==> config.mk <==
export PLATFORM = sky130hd
export DESIGN_NAME = delay_sched
export DESIGN_NICKNAME = d
export VERILOG_FILES = /design/src/rtl/delay_sched.sv
export SDC_FILE = /design/constraint.sdc
export NUM_CORES = 1
export LEC_CHECK = 0
export CAP_MARGIN = 20
export CORE_MARGIN = 5
export CORE_UTILIZATION = 39
export DETAILED_ROUTE_END_ITERATION = 7
export PLACE_DENSITY = 0.58
export SLEW_MARGIN = 25
export SYNTH_ARGS = -nofsm -noshare
export SYNTH_HDL_FRONTEND = slang
export SYNTH_SLANG_ARGS = --single-unit
==> constraint.sdc <==
create_clock -name clk_i -period 4.8 [get_ports clk_i]
set_input_delay 0.96 -clock clk_i [delete_from_list [all_inputs] [get_ports clk_i]]
set_output_delay 0.96 -clock clk_i [all_outputs]
set_load 0.03 [all_outputs]
==> src/rtl/delay_sched.sv <==
// delay_sched: controller for a variable delay line.
// Accepts single delay-change requests (valid/ready) or runs a stepped sweep
// from start to stop (inclusive) with a fixed dwell per step. After every
// change valid_o is held low until the line contains only samples taken at
// the new delay (delta + PIPE_LAT cycles).
//
// Optional feature: define DELAY_SCHED_SLEW_EN to make every change walk
// delta_o toward the target one step per cycle before settling.
//
// Ports:
//   clk_i, rst_i     clock, synchronous active-high reset
//   req_delta_i      requested delay
//   req_valid_i      request valid
//   req_ready_o      request ready (IDLE and no sweep_go_i), combinational
//   sweep_go_i       start-sweep pulse, sampled in IDLE only
//   sweep_abort_i    abort running sweep
//   sweep_start_i    first sweep delay (sampled at go)
//   sweep_stop_i     last sweep delay, inclusive (sampled at go)
//   dwell_i          valid cycles per step (sampled at go, 0 treated as 1)
//   delta_o          delay value to the delay line, registered
//   valid_o          delay line output trustworthy, registered
//   sweep_active_o   sweep owns the delay line
//   sweep_done_o     one-cycle pulse on sweep completion (not on abort)
module delay_sched #(
  parameter int unsigned DELAY_WIDTH = 8,
  parameter int unsigned DWELL_WIDTH = 16,
  parameter int unsigned PIPE_LAT    = 1,
  parameter int unsigned SWEEP_STEP  = 1
) (
  input  logic                   clk_i,
  input  logic                   rst_i,
  input  logic [DELAY_WIDTH-1:0] req_delta_i,
  input  logic                   req_valid_i,
  output logic                   req_ready_o,
  input  logic                   sweep_go_i,
  input  logic                   sweep_abort_i,
  input  logic [DELAY_WIDTH-1:0] sweep_start_i,
  input  logic [DELAY_WIDTH-1:0] sweep_stop_i,
  input  logic [DWELL_WIDTH-1:0] dwell_i,
  output logic [DELAY_WIDTH-1:0] delta_o,
  output logic                   valid_o,
  output logic                   sweep_active_o,
  output logic                   sweep_done_o
);

  localparam int unsigned CW = DELAY_WIDTH + 1;
  localparam logic [CW-1:0] PL   = CW'(PIPE_LAT);
  localparam logic [CW-1:0] STEP = CW'(SWEEP_STEP);

  typedef enum logic [1:0] {
    S_IDLE,
    S_SETTLE,
    S_DWELL
`ifdef DELAY_SCHED_SLEW_EN
    , S_SLEW
`endif
  } state_t;

  state_t                 r_state, w_state;
  logic [CW-1:0]          r_cnt, w_cnt;
  logic [DWELL_WIDTH-1:0] r_dcnt, w_dcnt;
  logic [DWELL_WIDTH-1:0] r_dwell, w_dwell;
  logic [DELAY_WIDTH-1:0] r_delta, w_delta;
  logic [DELAY_WIDTH-1:0] r_stop, w_stop;
  logic                   r_valid, w_valid;
  logic                   r_sw, w_sw;
  logic                   r_done, w_done;
  logic                   w_chg;
  logic [DELAY_WIDTH-1:0] w_tgt;
  logic [CW-1:0]          w_next;
`ifdef DELAY_SCHED_SLEW_EN
  logic [DELAY_WIDTH-1:0] r_tgt, w_tgt_r;

  function automatic logic [DELAY_WIDTH-1:0] f_step(input logic [DELAY_WIDTH-1:0] cur,
                                                    input logic [DELAY_WIDTH-1:0] tgt);
    if (tgt > cur) return cur + DELAY_WIDTH'(1);
    else           return cur - DELAY_WIDTH'(1);
  endfunction
`endif

  assign req_ready_o    = (r_state == S_IDLE) & ~sweep_go_i;
  assign delta_o        = r_delta;
  assign valid_o        = r_valid;
  assign sweep_active_o = r_sw;
  assign sweep_done_o   = r_done;

  always_comb begin
    w_state = r_state;
    w_cnt   = r_cnt;
    w_dcnt  = r_dcnt;
    w_dwell = r_dwell;
    w_delta = r_delta;
    w_stop  = r_stop;
    w_valid = r_valid;
    w_sw    = r_sw;
    w_done  = 1'b0;
    w_chg   = 1'b0;
    w_tgt   = r_delta;
    w_next  = {1'b0, r_delta} + STEP;
`ifdef DELAY_SCHED_SLEW_EN
    w_tgt_r = r_tgt;
`endif
    case (r_state)
      S_IDLE: begin
        if (sweep_go_i) begin
          w_stop  = sweep_stop_i;
          w_dwell = (dwell_i == '0) ? DWELL_WIDTH'(1) : dwell_i;
          if (sweep_start_i > sweep_stop_i) begin
            w_done = 1'b1;
          end else begin
            w_sw  = 1'b1;
            w_chg = 1'b1;
            w_tgt = sweep_start_i;
          end
        end else if (req_valid_i && (req_delta_i != r_delta)) begin
          w_chg = 1'b1;
          w_tgt = req_delta_i;
        end
      end
      S_SETTLE: begin
        if (sweep_abort_i) w_sw = 1'b0;
        // Finishing on cnt==1 makes valid_o rise delta+PIPE_LAT cycles after
        // the cycle in which the new delta_o first appears.
        if (r_cnt <= CW'(1)) begin
          w_valid = 1'b1;
          w_dcnt  = r_dwell;
          w_state = w_sw ? S_DWELL : S_IDLE;
        end else begin
          w_cnt = r_cnt - CW'(1);
        end
      end
      S_DWELL: begin
        if (sweep_abort_i) begin
          w_sw    = 1'b0;
          w_state = S_IDLE;
        end else if (r_dcnt <= DWELL_WIDTH'(1)) begin
          // Next step computed one bit wider so a sweep near the top of the
          // range terminates instead of wrapping.
          if (w_next > {1'b0, r_stop}) begin
            w_done  = 1'b1;
            w_sw    = 1'b0;
            w_state = S_IDLE;
          end else begin
            w_chg = 1'b1;
            w_tgt = w_next[DELAY_WIDTH-1:0];
          end
        end else begin
          w_dcnt = r_dcnt - DWELL_WIDTH'(1);
        end
      end
`ifdef DELAY_SCHED_SLEW_EN
      S_SLEW: begin
        if (sweep_abort_i && r_sw) begin
          w_sw    = 1'b0;
          w_state = S_SETTLE;
          w_cnt   = {1'b0, r_delta} + PL;
        end else begin
          w_delta = f_step(r_delta, r_tgt);
          if (w_delta == r_tgt) begin
            w_state = S_SETTLE;
            w_cnt   = {1'b0, r_tgt} + PL;
          end
        end
      end
`endif
      default: w_state = S_IDLE;
    endcase

    if (w_chg) begin
      w_valid = 1'b0;
`ifdef DELAY_SCHED_SLEW_EN
      // The first slew step is taken on the accepting cycle itself.
      w_tgt_r = w_tgt;
      if (w_tgt == r_delta) begin
        w_state = S_SETTLE;
        w_cnt   = {1'b0, w_tgt} + PL;
      end else begin
        w_delta = f_step(r_delta, w_tgt);
        if (w_delta == w_tgt) begin
          w_state = S_SETTLE;
          w_cnt   = {1'b0, w_tgt} + PL;
        end else begin
          w_state = S_SLEW;
        end
      end
`else
      w_delta = w_tgt;
      w_state = S_SETTLE;
      w_cnt   = {1'b0, w_tgt} + PL;
`endif
    end
  end

  always_ff @(posedge clk_i) begin
    if (rst_i) begin
      r_state <= S_SETTLE;
      r_cnt   <= PL;
      r_dcnt  <= '0;
      r_dwell <= '0;
      r_delta <= '0;
      r_stop  <= '0;
      r_valid <= 1'b0;
      r_sw    <= 1'b0;
      r_done  <= 1'b0;
`ifdef DELAY_SCHED_SLEW_EN
      r_tgt   <= '0;
`endif
    end else begin
      r_state <= w_state;
      r_cnt   <= w_cnt;
      r_dcnt  <= w_dcnt;
      r_dwell <= w_dwell;
      r_delta <= w_delta;
      r_stop  <= w_stop;
      r_valid <= w_valid;
      r_sw    <= w_sw;
      r_done  <= w_done;
`ifdef DELAY_SCHED_SLEW_EN
      r_tgt   <= w_tgt_r;
`endif
    end
  end

endmodule

==> metrics.txt <==
# TYPE chip_impl_metric gauge
chip_impl_info{name="outcome",value="completed"} 1
chip_impl_metric{name="hold_buf_count_cts",unit=""} 0
chip_impl_info{name="setup_repair_after_global_routing_missed_its_margin",value="no"} 1
chip_impl_metric{name="slowest_delay",unit="ns"} 0.47
chip_impl_metric{name="clock_sinks",unit=""} 62
chip_impl_metric{name="iteration_count_of_the_initial_detailed_routing_pass",unit=""} 5
chip_impl_metric{name="clk-insertion-delay-late",unit="ns"} 0.34
chip_impl_metric{name="cap_viol_max_count",unit=""} 0
chip_impl_metric{name="nNetsFinal",unit=""} 655
chip_impl_metric{name="via_total_after_detailed_routing",unit=""} 4032
chip_impl_metric{name="design.portCount",unit=""} 57
chip_impl_metric{name="critPathArrivalTime",unit="ns"} 4.69
chip_impl_metric{name="asyncSetResetFlopFracSynth",unit="%"} 0
chip_impl_metric{name="timing.final.crit_share",unit="%"} 92.4
chip_impl_info{name="path_class",value="register to register"} 1
chip_impl_metric{name="rows",unit=""} 37
chip_impl_info{name="timing.hold.worst.start",value="r_dwell[6]"} 1
chip_impl_metric{name="placed_cells",unit=""} 713
chip_impl_metric{name="largest_buffer_count_on_any_clock_path",unit=""} 2
chip_impl_metric{name="detail-route-antenna-nets",unit=""} 0
chip_impl_metric{name="worst-path-stages",unit=""} 18
chip_impl_metric{name="mappedNetlistArea",unit="mm²"} 0.00403
chip_impl_metric{name="cell_count_after_synthesis",unit=""} 533
chip_impl_metric{name="vias_per_cell",unit=""} 5.53
chip_impl_metric{name="worst-r2r-setup-slack",unit="ns"} 0.36
chip_impl_metric{name="dieHeight",unit="µm"} 112
chip_impl_info{name="synth_most_common_cell",value="sky130_fd_sc_hd__nand2_1"} 1
chip_impl_info{name="clock-root-buffer",value="sky130_fd_sc_hd__clkbuf_8"} 1
chip_impl_metric{name="htree_num_levels",unit=""} 3
chip_impl_metric{name="number_of_enable_flip_flop_cells_after_synthesis",unit=""} 0
chip_impl_info{name="synth_flop_cell",value="sky130_fd_sc_hd__dfxtp_1"} 1
chip_impl_metric{name="fmax",unit="GHz"} 0.225
chip_impl_info{name="critPathSlowestCell",value="sky130_fd_sc_hd__dfxtp_2"} 1
chip_impl_info{name="cts_tree",value="done"} 1
chip_impl_metric{name="fin_worst_skew",unit="ns"} 0.0129
chip_impl_metric{name="layout.core_utilization",unit="%"} 49.0
chip_impl_metric{name="ir_drop_worst_case_vdd",unit="mV"} 0.361
chip_impl_metric{name="worst_hold_depth",unit=""} 2
chip_impl_metric{name="final_cells",unit=""} 729
chip_impl_metric{name="maximum_number_of_pins_on_one_net_before_global_route_repair",unit=""} 63
chip_impl_metric{name="ys_ff_latch",unit=""} 62
chip_impl_info{name="synth_top_cell_by_area",value="sky130_fd_sc_hd__dfxtp_1"} 1
chip_impl_metric{name="wl_per_cell",unit="µm"} 16.8
chip_impl_metric{name="number_of_buffers_and_inverters_on_the_critical_path",unit=""} 2
chip_impl_metric{name="worst_slack",unit="ns"} 0.364
chip_impl_metric{name="drv_slew",unit=""} 0
chip_impl_metric{name="timing.reg2reg.worst_path_depth",unit=""} 18
chip_impl_metric{name="fp.dieArea",unit="mm²"} 0.0125
chip_impl_metric{name="yosys.cell_types.count",unit=""} 64
chip_impl_metric{name="yosysTopAreaCellShare",unit="%"} 30.8
chip_impl_metric{name="pwr_density_cell",unit="mW/mm²"} 475
chip_impl_metric{name="worst-endpoint-required",unit="ns"} 5.06
chip_impl_metric{name="cts.clk_slew.worst_paths",unit="ns"} 0.08
chip_impl_info{name="worst_setup_path_end_kind",value="register"} 1
chip_impl_info{name="timing.critical_path.cells",value="nand3_1 > or2_2 > nor2_1 > xor2_1 > ha_1 > and3_1 > a211oi_1 > a211oi_1 > buf_4 > nor3_1 > mux2_2 > a211oi_2 > inv_1 > ha_1 > o21ai_0 > nor4_1 > xor2_1 > a211oi_1"} 1
chip_impl_metric{name="post-dp-hpwl",unit="µm"} 9060
chip_impl_metric{name="fin_crit",unit="ns"} 4.44
chip_impl_info{name="largest_delay_contributor_family_on_the_critical_path",value="simple AND/OR/NAND/NOR gates"} 1
chip_impl_metric{name="ys_seq_area_share",unit="%"} 30.8
chip_impl_metric{name="drt_iter0_drc",unit=""} 320
chip_impl_metric{name="grt_pass1_vias",unit=""} 3921
chip_impl_metric{name="globalRoute.totalOverflow",unit=""} 0
chip_impl_metric{name="die_w",unit="µm"} 112
chip_impl_metric{name="port_buffers",unit=""} 56
chip_impl_metric{name="gp_congestion",unit=""} 0.934
chip_impl_metric{name="routed_wirelength",unit="µm"} 12200
chip_impl_info{name="netlist_top_cells_area",value="sky130_fd_sc_hd__dfxtp_1, sky130_fd_sc_hd__nand2_1, sky130_fd_sc_hd__ha_1, sky130_fd_sc_hd__nor2_1, sky130_fd_sc_hd__a21oi_1"} 1
chip_impl_info{name="reg2reg_from",value="delta_o[0]"} 1
chip_impl_info{name="hold_path_end",value="r_dwell[6]"} 1
chip_impl_metric{name="num_antenna_cells",unit=""} 0
chip_impl_metric{name="drt_drc_violations_left",unit=""} 0
chip_impl_metric{name="setup_tns",unit="ns"} 0
chip_impl_metric{name="floorplan.core_area",unit="mm²"} 0.0102
chip_impl_info{name="post_synth_most_frequent_cells",value="sky130_fd_sc_hd__nand2_1, sky130_fd_sc_hd__dfxtp_1, sky130_fd_sc_hd__nor2_1"} 1
chip_impl_metric{name="critical_path_peak_fanout",unit=""} 10
chip_impl_info{name="critPathMostFrequentCell",value="sky130_fd_sc_hd__a211oi_1"} 1
chip_impl_metric{name="synth_fp_nets",unit=""} 600
chip_impl_metric{name="floorplan.initialDensity",unit="%"} 39.5
chip_impl_metric{name="finalSetupViolCount",unit=""} 0
chip_impl_metric{name="area_growth_syn_to_layout",unit="%"} 23.8
chip_impl_info{name="r2r-end",value="r_cnt[6]"} 1
chip_impl_metric{name="post_cts_resize_count",unit=""} 0
chip_impl_metric{name="detailedPlace.worstSlack",unit="ns"} 0.192
chip_impl_metric{name="globalRouteTotalUtil",unit="%"} 19.7
chip_impl_metric{name="worst-slew-pin-transition",unit="ns"} 0.787
chip_impl_metric{name="yosysWarningCount",unit=""} 0
chip_impl_metric{name="syn-mean-instance-area",unit="µm²"} 7.56
chip_impl_metric{name="wire_length_of_the_first_global_routing_pass",unit="µm"} 20200
chip_impl_metric{name="slew_headroom",unit="%"} 47.1
chip_impl_info{name="min_path_type",value="register to register"} 1
chip_impl_metric{name="hold_violation_total_from_the_final_report",unit=""} 0
chip_impl_metric{name="cts_made_buffers",unit=""} 9
chip_impl_metric{name="worst_hold_slack",unit="ns"} 0.459
chip_impl_info{name="crit_path_start_kind",value="register"} 1
chip_impl_metric{name="standby_leakage_power",unit="nW"} 1.91
chip_impl_metric{name="final_layout_size_suffix_gt1_share",unit="%"} 9.95
chip_impl_metric{name="grt_antenna_before_repair",unit=""} 0
chip_impl_metric{name="cts_post_setup_buffers_inserted",unit=""} 0
cells by family (layout without fill, tap and decap cells):
family	Yosys count	after routing	synth area share, %
xor gates and xnor gates	24	24	5.22
buffers and inverters	57	117	5.34
muxes	7	7	1.86
and+or+nand+nor	222	222	26.4
AOI/OAI and AO/OA	139	139	23.5
DFF	62	62	30.8
adders and majority gates	22	22	6.83
cell usage in the layout (no fill, tap or decap), types with 5 or more instances in the layout:
cell                              Yosys  final
sky130_fd_sc_hd__nor4_1              14     14
sky130_fd_sc_hd__nor2_1              59     59
sky130_fd_sc_hd__a21oi_1             39     39
sky130_fd_sc_hd__or2_2                5      5
sky130_fd_sc_hd__buf_4                0     18
sky130_fd_sc_hd__ha_1                22     22
sky130_fd_sc_hd__nor3_1              12     12
sky130_fd_sc_hd__nand3_1              9      9
sky130_fd_sc_hd__clkdlybuf4s50_1      0     55
sky130_fd_sc_hd__clkbuf_8             0     10
sky130_fd_sc_hd__xor2_1              16     16
sky130_fd_sc_hd__dfxtp_1             62     61
sky130_fd_sc_hd__or4_1                7      7
sky130_fd_sc_hd__inv_1               27     27
sky130_fd_sc_hd__a211oi_1            13     12
sky130_fd_sc_hd__xnor2_1              8      8
sky130_fd_sc_hd__o21ai_0             29     29
sky130_fd_sc_hd__nand2_1             86     86
sky130_fd_sc_hd__and3_1               6      6
sky130_fd_sc_hd__a22oi_1             10     10
report_power, final:
part	leakage, nW	internal, mW	switching (mW)
logic	1.31	0.478	0.697
registers	0.505	0.612	0.0898
clock network	0.0993	0.257	0.232
worst max path at each step:
| stage | from | endpoint | slack (ns) |
|---|---|---|---|
| after floorplan | delta_o[2] | r_cnt[6] | 0.20 |
| after global placement | delta_o[0] | r_cnt[6] | 0.38 |
| after detailed placement | delta_o[0] | r_cnt[6] | 0.19 |
| after CTS | delta_o[0] | r_cnt[6] | 0.15 |
| after global routing | delta_o[0] | r_cnt[6] | 0.03 |
| final | delta_o[0] | r_cnt[6] | 0.36 |
per-stage QoR:
step	area (µm²)	power, mW
floorplan	4030	1.55
global placement	4770	1.84
detailed placement	4770	1.87
CTS	4980	2.37
global route	4990	2.56
finish	4990	2.37
registers in the layout (all words and copies together), names as in the netlist:
signal and cells:
r_dcnt 16, r_dwell 16, r_cnt 9, delta_o 8, r_stop 8, r_state 2
sweep_active_o 1, sweep_done_o 1, valid_o 1
worst register-to-register path, cell delays in order (launching register included):
cell and delay [ns]:
sky130_fd_sc_hd__dfxtp_2 0.47, sky130_fd_sc_hd__nand3_1 0.14, sky130_fd_sc_hd__or2_2 0.36, sky130_fd_sc_hd__nor2_1 0.16, sky130_fd_sc_hd__xor2_1 0.18, sky130_fd_sc_hd__ha_1 0.27
sky130_fd_sc_hd__and3_1 0.20, sky130_fd_sc_hd__a211oi_1 0.23, sky130_fd_sc_hd__a211oi_1 0.08, sky130_fd_sc_hd__buf_4 0.18, sky130_fd_sc_hd__nor3_1 0.36, sky130_fd_sc_hd__mux2_2 0.40
sky130_fd_sc_hd__a211oi_2 0.33, sky130_fd_sc_hd__inv_1 0.08, sky130_fd_sc_hd__ha_1 0.22, sky130_fd_sc_hd__o21ai_0 0.16, sky130_fd_sc_hd__nor4_1 0.12, sky130_fd_sc_hd__xor2_1 0.18
sky130_fd_sc_hd__a211oi_1 0.24
per-layer routing:
layer,track usage [%],wire (µm),vias to the layer above
met3,2.93,576,22
met1,29.2,6050,1863
met5,0,0,-
li1,-,-,2027
met2,29.0,5360,120
met4,6.65,242,0
layout make-up:
type | count | area (µm²)
fill | 1026 | 5200
multi-input combinational | 414 | 2580
sequential | 62 | 1240
timing repair buffer | 74 | 691
tap | 136 | 170
clock buffer | 10 | 138
inverter | 27 | 101
clock inverter | 6 | 67.6
(Power assumes the default switching activity.)
